$ cat src/rtl/isa_pkg.sv
`default_nettype none
// ============================================================================
//  Module      : isa_pkg
//  Description : Shared definitions for the 8-bit INST interface.
//                - Opcode encodings. The instruction layout is [7:4] opcode and
//                  [3:0] operand.
//                - HALT and bubble words.
//                - Sequencer state encoding.
//  Revision    : 1.0 - initial release
// ============================================================================
package isa_pkg;

  // Opcode field encodings, instruction bits [7:4]
  localparam logic [3:0] OP_SYS       = 4'b0000;
  localparam logic [3:0] OP_LDI       = 4'b0001;
  localparam logic [3:0] OP_LDX       = 4'b0010;
  localparam logic [3:0] OP_STX       = 4'b0011;
  localparam logic [3:0] OP_ALU_FIRST = 4'b0100;
  localparam logic [3:0] OP_ALU_LAST  = 4'b1111;

  // HALT is consumed by the sequencer and is never issued. A bubble is
  // encoded as opcode 0000, which the decoder treats as a no-op.
  localparam logic [7:0] HALT_WORD   = 8'h00;
  localparam logic [7:0] BUBBLE_WORD = 8'h00;

  // Sequencer state encoding
  localparam logic [1:0] ST_IDLE   = 2'd0;
  localparam logic [1:0] ST_RUN    = 2'd1;
  localparam logic [1:0] ST_HALTED = 2'd2;

endpackage
`default_nettype wire

$ cat src/rtl/inst_mem.sv
`default_nettype none
// ============================================================================
//  Module      : inst_mem
//  Description : Program store with 2**ADDR_W words of INST_W bits each.
//                Writes are synchronous. Reads are asynchronous.
//                The contents have no reset, so they survive a reset.
//  Ports       : clk_i    - clock
//                we_i     - write enable, already qualified by the caller
//                waddr_i  - write address
//                wdata_i  - write data
//                raddr_i  - read address
//                rdata_o  - read data (combinational)
//  Revision    : 1.0 - initial release
// ============================================================================
module inst_mem #(
  parameter int ADDR_W = 4,
  parameter int INST_W = 8
) (
  input  logic              clk_i,
  input  logic              we_i,
  input  logic [ADDR_W-1:0] waddr_i,
  input  logic [INST_W-1:0] wdata_i,
  input  logic [ADDR_W-1:0] raddr_i,
  output logic [INST_W-1:0] rdata_o
);

  logic [INST_W-1:0] mem_q [2**ADDR_W];

  always_ff @(posedge clk_i) begin
    if (we_i) begin
      mem_q[waddr_i] <= wdata_i;
    end
  end

  assign rdata_o = mem_q[raddr_i];

endmodule
`default_nettype wire

$ cat src/rtl/instruction_sequencer.sv
`default_nettype none
// ============================================================================
//  Module      : instruction_sequencer
//  Description : Issuing end of the INST interface.
//                - Holds a 16-word program and steps a program counter.
//                - Drives one registered instruction per clock to the decoder.
//                - HALT words (8'h00) are consumed and never issued.
//                - Stall cycles issue bubbles.
//  Config      : SEQ_WRAP_EN
//                  defined   - after the last address the PC wraps to 0 and
//                              execution continues. Only HALT or reset stops it.
//                  undefined - issuing the last address ends the program.
//  Ports       : clk_i        - clock
//                rst_i        - synchronous active-high reset
//                start_i      - run from address 0 (sampled in IDLE/HALTED)
//                stall_i      - hold PC and issue a bubble (RUN only)
//                we_i         - program write enable (IDLE/HALTED only)
//                waddr_i      - program write address
//                wdata_i      - program write data
//                inst_o       - registered instruction to the decoder
//                inst_valid_o - inst_o holds a real instruction
//                pc_o         - address of the next word to fetch
//                busy_o       - sequencer is in RUN
//                done_o       - sticky completion flag
//  Revision    : 1.0 - initial release
// ============================================================================
module instruction_sequencer
  import isa_pkg::*;
#(
  parameter int ADDR_W = 4,
  parameter int INST_W = 8
) (
  input  logic              clk_i,
  input  logic              rst_i,
  input  logic              start_i,
  input  logic              stall_i,
  input  logic              we_i,
  input  logic [ADDR_W-1:0] waddr_i,
  input  logic [INST_W-1:0] wdata_i,
  output logic [INST_W-1:0] inst_o,
  output logic              inst_valid_o,
  output logic [ADDR_W-1:0] pc_o,
  output logic              busy_o,
  output logic              done_o
);

  localparam logic [ADDR_W-1:0] PC_LAST = {ADDR_W{1'b1}};
  localparam logic [INST_W-1:0] HALT_W  = INST_W'(HALT_WORD);
  localparam logic [INST_W-1:0] BUBBLE  = INST_W'(BUBBLE_WORD);

  logic [1:0]        state_q, state_d;
  logic [ADDR_W-1:0] pc_q, pc_d;
  logic [INST_W-1:0] inst_q, inst_d;
  logic              valid_q, valid_d;
  logic              done_q, done_d;
  logic [INST_W-1:0] rd_data;
  logic              mem_we;

  // The program may only change while the sequencer is not fetching from it.
  assign mem_we = we_i && (state_q != ST_RUN);

  inst_mem #(
    .ADDR_W (ADDR_W),
    .INST_W (INST_W)
  ) u_inst_mem (
    .clk_i   (clk_i),
    .we_i    (mem_we),
    .waddr_i (waddr_i),
    .wdata_i (wdata_i),
    .raddr_i (pc_q),
    .rdata_o (rd_data)
  );

  always_comb begin
    state_d = state_q;
    pc_d    = pc_q;
    inst_d  = BUBBLE;
    valid_d = 1'b0;
    done_d  = done_q;

    case (state_q)
      ST_RUN: begin
        // The stall check comes first, so a HALT sitting under a stall is
        // only recognised on the first unstalled cycle.
        if (stall_i) begin
          inst_d  = BUBBLE;
          valid_d = 1'b0;
        end else if (rd_data == HALT_W) begin
          state_d = ST_HALTED;
          done_d  = 1'b1;
        end else begin
          inst_d  = rd_data;
          valid_d = 1'b1;
`ifdef SEQ_WRAP_EN
          pc_d    = pc_q + 1'b1;
`else
          if (pc_q == PC_LAST) begin
            pc_d    = '0;
            state_d = ST_HALTED;
            done_d  = 1'b1;
          end else begin
            pc_d    = pc_q + 1'b1;
          end
`endif
        end
      end
      default: begin
        // IDLE and HALTED both wait for start_i.
        if (start_i) begin
          state_d = ST_RUN;
          pc_d    = '0;
          done_d  = 1'b0;
        end
      end
    endcase
  end

  always_ff @(posedge clk_i) begin
    if (rst_i) begin
      state_q <= ST_IDLE;
      pc_q    <= '0;
      inst_q  <= BUBBLE;
      valid_q <= 1'b0;
      done_q  <= 1'b0;
    end else begin
      state_q <= state_d;
      pc_q    <= pc_d;
      inst_q  <= inst_d;
      valid_q <= valid_d;
      done_q  <= done_d;
    end
  end

  assign inst_o       = inst_q;
  assign inst_valid_o = valid_q;
  assign pc_o         = pc_q;
  assign busy_o       = (state_q == ST_RUN);
  assign done_o       = done_q;

endmodule
`default_nettype wire

$ cat config.mk
export PLATFORM = sky130hd
export DESIGN_NAME = instruction_sequencer
export DESIGN_NICKNAME = d
export VERILOG_FILES = /design/src/rtl/isa_pkg.sv /design/src/rtl/inst_mem.sv /design/src/rtl/instruction_sequencer.sv
export SDC_FILE = /design/constraint.sdc
export NUM_CORES = 1
export LEC_CHECK = 0
export CORE_ASPECT_RATIO = 1.1
export CORE_MARGIN = 5
export CORE_UTILIZATION = 50
export DETAILED_ROUTE_END_ITERATION = 12
export GPL_TIMING_DRIVEN = 0
export PLACE_DENSITY = 0.79
export SYNTH_ARGS = -nofsm -noshare
export SYNTH_HDL_FRONTEND = slang
export SYNTH_SLANG_ARGS = --single-unit
$ cat constraint.sdc
create_clock -name clk_i -period 6.4 [get_ports clk_i]
set_input_delay 1.92 -clock clk_i [delete_from_list [all_inputs] [get_ports clk_i]]
set_output_delay 1.92 -clock clk_i [all_outputs]
set_load 0.01 [all_outputs]
# Word-level counts from Yosys, hierarchy flattened
# Memories as Yosys holds them, arrays and structs flattened. A register that Yosys moved wholly into a read port is not among the register bits.
# Cells that the tools add are included.
# W data, S select, Z words.
[classes]
addsub = 1
bitwise_logic = 1
eq_ne = 6
muxes = 20
reduce_logical = 7
[op_table]
columns = ["cell", "n"]
rows = [
  ["$mux W4", 7],
  ["$mux W2", 5],
  ["$logic_not A8 Y1", 1],
  ["$mux W1", 8],
  ["$reduce_and A3 Y1", 2],
  ["$add A4 B1 Y4 const B", 1],
  ["$eq A4 B4 Y1 const B", 1],
  ["$ne A2 B2 Y1 const B", 2],
  ["$reduce_or A4 Y1", 1],
  ["$ne A3 B1 Y1 const B", 1],
  ["$reduce_or A3 Y1", 1],
  ["$eq A2 B1 Y1 const B", 1],
  ["$ne A2 B1 Y1 const B", 1],
  ["$reduce_bool A2 Y1", 1],
  ["$logic_and A1 B1 Y1", 1],
  ["$not A1 Y1", 1],
]
[totals]
mem_bits_rw = 128
in_bits = 17
word_cells = 41
mem_count = 1
output_inout_bits = 15
reg_bits = 16
[memory_table]
columns = ["memory", "words", "word_bits", "read_ports", "rd_ports_with_merged_regs", "wr", "line_no", "source"]
rows = [
  ["u_inst_mem.mem_q", 16, 8, 1, 1, 1, "inst_mem.sv:27", "logic [INST_W-1:0] mem_q [2**ADDR_W];"],
]

# Depth between registers and ports, before layout
# Gate-level depths: netlist of the first run.
[logic_depth]
depth_word = 7
depth_mapped = 9
mapped_depth_nobuf = 6

# Cells and area by module
# Synthesis of the first run repeated with hierarchy kept, for this count alone.
[hier_totals]
cells_unflattened = 279
area_unflattened_um2 = 5574.1
[modules_own_cells]
columns = ["module", "cells_each", "seq_area_each_um2", "area_per_inst_um2", "n_inst"]
rows = [
  ["inst_mem", 221, 3843.7, 4987.3, 1],
  ["instruction_sequencer", 58, 300.3, 586.8, 1],
]

# Least setup slack after synthesis of the first run
# OpenSTA, ideal clock, no wires.
[synth_timing]
path_kind = "input to register"
from = "input port waddr_i[1]"
to = "memory u_inst_mem.mem_q[0][0], enable pin"
path_buffers = 0
t_required_ns = 6.017
setup_time_ns = 0.383
cell_stages = 2
slack_ns = 3.065
t_arrival_ns = 2.952
cell_sequence = "or3_1 > nor3_1"
[synth_lines]
columns = ["element", "line_no", "source"]
rows = [
  ["start, declared", "instruction_sequencer.sv:38", "input logic [ADDR_W-1:0] waddr_i,"],
  ["end, declared", "inst_mem.sv:27", ""],
]
# No word-level cell before the write port.

# Worst setup path after layout of the first run
[layout_timing]
from = "input port we_i"
to = "memory u_inst_mem.mem_q[0][3], enable pin"
[layout_via]
elab_chain_cells = 3
[layout_lines]
columns = ["element", "line_no", "source"]
rows = [
  ["start, declared", "instruction_sequencer.sv:37", "input logic we_i,"],
  ["$logic_and A1 B1 Y1", "instruction_sequencer.sv:60", "assign mem_we = we_i && (state_q != ST_RUN);"],
  ["$mux W1", "inst_mem.sv:30", "if (we_i) begin"],
  ["$mux W1 (implied by the code)", "inst_mem.sv:31", "mem_q[waddr_i] <= wdata_i;"],
]
# Every way passes these cells.

==> flow_summary.ini, run 1 <==
[outcome]
status = completed

[critical_path]
crit_type = in -> reg
slowest_delay_ps = 500
reg2reg_slack_ps = 3170
worstPathRequired_ps = 6510
slowest_stage = clkdlybuf4s50_1
worstSetupEndpointType = flip-flop
crit_fanout = 5
arrival_ps = 3680
path_cells = clkdlybuf4s50_1, nand2_1, or3_1, nor3_1, buf_2
path_delay_family = simple AND/OR/NAND/NOR gates
worst-path-buf-inv = 2
startpoint_type = input port

[clock_network]
numCtsBuffers = 17
cts.clk_slew.worst_paths_ps = 60
clockBufferDepth = 2
cts_sinks = 147
root_buffer = clkbuf_16
htreeDepth = 4
clk_latency_ps = 410
cts-hold-fix-buffers = 0
cts_setup_buffers = 0
cts_resized = 0
cts_tree = built

[timing]
period_minus_slack_ps = 3570
tightest_slew_ps = 913
setup_tns_ps = 0
skew_ps = 5.16
rsz0062_at_grt = false
hold_viol = 0
post-route-period-util_pct = 55.8
fmax_mhz = 280
holdWs_ps = 507
slew_viol_final = 0
setup_slack_ps = 2830
setup_viol = 0
max_slew_margin_pct = 38.9

[synth]
ys_ff_latch = 147
yosysMostFrequentCell = edfxtp_1
synth_common_cells = 128 x edfxtp_1, 33 x mux4_2, 29 x nor2_1
synth_edf_count = 128
yosysTopAreaCell = edfxtp_1
synth_ff_type = edfxtp_1
avgSynthCellArea_um2 = 19.6
synth.distinct_cells = 39
syn-num-nets = 309
synth-async-reset-ratio_pct = 0
yosysTopAreaCellShare_pct = 67.4
yosys_warnings = 0
ys_seq_area_share_pct = 74.1
synth_area_um2 = 5700
synth_cells = 291
yosys-top-cells-area = edfxtp_1 67%, mux4_2 13%, dfxtp_1 6.7%, nor2_1 1.9%, a22o_1 1.1%

[die]
design.die.area_um2 = 13600
die_h_um = 122
io_pins = 32
start_util_pct = 50.3
core_area_um2 = 11300
floorplan.rows = 41
die_w_um = 112

[power_and_ir_drop]
combPwrFrac_pct = 3.8
swShare_pct = 19.7
totalPowerFinal_mw = 2.12
leakage_nw = 2.17
netSwitchingPower_uw = 417
internal-power_mw = 1.70
worst_ir_drop_vdd_uv = 170
power.density_nw_per_um2 = 310
power_frac_seq_pct = 49.9
clkPwrFrac_pct = 46.3

[flow_run]
cap_violations = 0

[grt]
grt_start_max_net_pins = 17
grt_pass1_wl_um = 18000
grt_usage_pct = 18.3
antenna_found_initial = 0
grt_pass1_vias = 3095
overflow = 0

[detailed_routing]
num_vias = 2940
ant_nets = 0
routed_wl_um = 11600
drc = 0
vias_per_cell = 5.80
wl_per_cell_um = 22.8
drt_iter0_markers = 318
drt_first_pass_iters = 4

[cells_and_area]
area_delta_synth_final_pct = 19.6
drive_gt1_share_pct = 23.2
n_antenna_cell = 0
nFillCells = 813
num-nets-final = 362
postLayoutCoreUtil_pct = 60.1

[min_path]
min_path_type = reg -> reg

[placed_design]
portBuffers = 31
pre_cts_slack_ps = 2030
gpl.final_weighted_congestion = 0.796
dpl.hpwl_um = 7300
## per-stage QoR
stage | instances | instance area, µm²
after floorplan | 291 | 5700
after global placement | 472 | 6200
after detailed placement | 474 | 6210
after CTS | 506 | 6810
after global routing | 507 | 6820
final | 507 | 6820
## final timing paths
check,startpoint,to,cells after the start
worst max-delay path,we_i,u_inst_mem.mem_q[0][3]$_DFFE_PP_,5
worst min-delay path,state_q[0]$_SDFFE_PP0P_,state_q[0]$_SDFFE_PP0P_,2
worst max register to register,flip-flop,flip-flop,8
worst min register to register,state_q[0]$_SDFFE_PP0P_,state_q[0]$_SDFFE_PP0P_,2
## cell type report
cell class,count,area (µm²),share of cell area (%)
timing repair buffer,34,330,4.85
inverter,4,15.0,0.220
clock buffer,19,433,6.35
clock inverter,13,160,2.35
buffer,10,71.3,1.05
sequential,147,4220,62.0
tap,150,188,2.75
multi-input combinational,130,1400,20.5
## placed cells by master (no fill, tap or decap), types with 4 or more instances in the layout
| cell | instances |
|---|---|
| clkinvlp_4 | 4 |
| clkbuf_16 | 17 |
| dfxtp_1 | 19 |
| a22o_1 | 7 |
| mux2i_1 | 5 |
| inv_1 | 4 |
| nand2_1 | 7 |
| nand2b_1 | 4 |
| edfxtp_1 | 128 |
| clkdlybuf4s50_1 | 31 |
| clkbuf_1 | 5 |
| buf_4 | 5 |
| mux4_2 | 33 |
| o2bb2ai_1 | 6 |
| nor2_1 | 29 |
## layer usage
metal / up-vias / track usage (%) / wire, µm
met5: - / 0 / 0
met4: 0 / 7.68 / 199
met3: 18 / 3.87 / 701
met2: 123 / 32.5 / 6130
met1: 1497 / 21.7 / 4540
li1: 1302 / - / -
## cell families after synthesis
group / count (synthesis) / share of synthesized area (%)
fa+ha+maj: 1 / 0.219
buf+inv: 14 / 1.51
mux: 40 / 14.3
simple gates: 60 / 4.96
flops: 147 / 74.1
compound gates: 29 / 4.89
## worst reg2reg max path, cell delays in order, from the launching register on
cell,delay [ps]
dfxtp_1,330
buf_6,140
buf_6,190
clkbuf_1,550
mux4_2,420
a221oi_1,460
nand4_1,410
o31ai_4,480
o2bb2ai_1,180
## registers in the layout (all words and copies together), names as in the netlist, named ones only
name              count
inst_o                8
pc_o                  4
state_q               2
u_inst_mem.mem_q    128
inst_valid_o          1
## power groups by stage
stage	sequential, mW	combinational [mW]	clock [mW]
global route	1.06	0.0859	1.04
floorplan	1.08	0.0399	0
CTS	1.06	0.0797	0.991
global placement	1.07	0.0760	0
finish	1.06	0.0796	0.980
detailed placement	1.08	0.0788	0
Power figures use the tool's default switching activity.
==> run 2, diff against run 1 <==
- PLACE_DENSITY: 0.79 -> 0.81
- clock period: 6.4 -> 3 ns (I/O delays scaled with it)
==> flow_summary.ini, run 2 (same netlist as run 1, synthesis figures left out) <==
[cells_and_area]
n_antenna_cell = 0
drive_gt1_share_pct = 24.4
final_common_cell = edfxtp_1
regMostFlops = u_inst_mem.mem_q
largest_register_ffs = 128
area_delta_synth_final_pct = 19.8
stdcell_area_um2 = 6830
final_cell_mix = 128 x edfxtp_1, 33 x mux4_2, 31 x clkdlybuf4s50_1, 29 x nor2_1, 19 x dfxtp_1
nFillCells = 791
num-nets-final = 362
stdcell_count = 507

[critical_path]
slowest_delay_ps = 360
worstPathRequired_ps = 3330
worst-path-buf-inv = 4
arrival_ps = 3140
crit_fanout = 10
startpoint_type = flip-flop
worstSetupEndpointType = flip-flop
slowest_stage = o31ai_4
crit_type = reg -> reg
path_cells = buf_6, buf_6, buf_4, mux4_2, a22o_1, a221oi_1, nand4_1, buf_4, o31ai_4, o2bb2ai_1
path_delay_family = compound AO/OA/AOI/OAI gates

[clock_network]
cts_sinks = 147
htreeDepth = 4
numCtsBuffers = 17
cts_tree = built
cts-hold-fix-buffers = 0
clockBufferDepth = 2
clk_latency_ps = 410
root_buffer = clkbuf_16
cts.clk_slew.worst_paths_ps = 60

[power_and_ir_drop]
leakage_nw = 2.17
power.density_nw_per_um2 = 661
worst_ir_drop_vdd_uv = 381

[timing]
hold_viol = 0
max_slew_margin_pct = 26.8
skew_ps = 6.54
tightest_slew_ps = 1090
fmax_mhz = 356
post-route-period-util_pct = 93.6
period_minus_slack_ps = 2810
slew_viol_final = 0
rsz0062_at_grt = false
setup_viol = 0
holdWs_ps = 515

[detailed_routing]
drt_first_pass_iters = 5
drc = 0
drt_iter0_markers = 322
ant_nets = 0
num_vias = 2973
wl_per_cell_um = 23.6
routed_wl_um = 12000
vias_per_cell = 5.86

[die]
core_area_um2 = 11300
die_h_um = 122
start_util_pct = 50.3
io_pins = 32
floorplan.rows = 41
design.die.area_um2 = 13600
die_w_um = 112

[placed_design]
dpl_cell_area_um2 = 6210
portBuffers = 31
place_inst = 474
gpl.final_weighted_congestion = 0.837
dpl.hpwl_um = 7410

[grt]
overflow = 0
grt_usage_pct = 18.9
grt_start_max_net_pins = 17
antenna_found_initial = 0
grt_pass1_vias = 3125
grt_pass1_wl_um = 18400

[flow_run]
cap_violations = 0

[min_path]
min_path_type = reg -> reg

[outcome]
status = completed
[run 2: per-stage QoR]
step           power (mW)  utilization [%]  setup TNS (ps)  setup slack (ps)
6_report             4.51             60.2               0               193
3_3_place_gp         2.45             54.7           -6940              -309
2_1_floorplan        2.38                -               0               532
4_1_cts              4.55             60.1               0              51.7
3_5_place_dp         2.46             54.8           -6240              -362
5_1_grt              4.66             60.2               0              33.9
[run 2: cell type report]
class | instances | area (µm²) | share of cell area (%)
Timing Repair Buffer | 34 | 333 | 4.88
Buffer | 10 | 73.8 | 1.08
Sequential cell | 147 | 4220 | 61.9
Inverter | 4 | 15.0 | 0.220
Multi-Input combinational cell | 130 | 1400 | 20.5
Clock inverter | 14 | 164 | 2.40
Tap cell | 150 | 188 | 2.75
Clock buffer | 18 | 429 | 6.29
[run 2: path summary, 6_finish.rpt]
kind,from,end,slack (ps),cells after the start
worst max-delay path,flip-flop,flip-flop,190,10
worst min-delay path,state_q[0]$_SDFFE_PP0P_,state_q[0]$_SDFFE_PP0P_,510,2
worst max register to register,flip-flop,flip-flop,190,10
worst min register to register,state_q[0]$_SDFFE_PP0P_,state_q[0]$_SDFFE_PP0P_,510,2
[run 2: worst register-to-register path, stage by stage (launching register included)]
cell	delay [ps]
dfxtp_1	320
buf_6	130
buf_6	190
buf_4	240
mux4_2	340
a22o_1	240
a221oi_1	350
nand4_1	170
buf_4	200
o31ai_4	370
o2bb2ai_1	180
[run 2: what timing repair did]
item | in CTS | in global routing
pin swaps | 0 | 1
endpoints found under the setup margin | 10 | 18
setup buffers | 0 | 1
gates resized for setup | 2 | 1
cloned | 0 | 0
[run 2: where the power goes]
part	internal, mW	switching [mW]	total (mW)	leakage, nW
Combinational	0.0736	0.0991	0.173	0.590
Clock	1.30	0.790	2.09	0.275
Sequential	2.25	0.00713	2.25	1.31
Total	3.62	0.896	4.51	2.17
[run 2: metal layers]
metal | global-route usage [%] | up-vias | routed length (µm)
met5 | 0 | - | 0
met4 | 7.07 | 0 | 230
met3 | 5.71 | 24 | 840
met2 | 33.9 | 151 | 6540
met1 | 21.3 | 1499 | 4380
li1 | - | 1299 | -
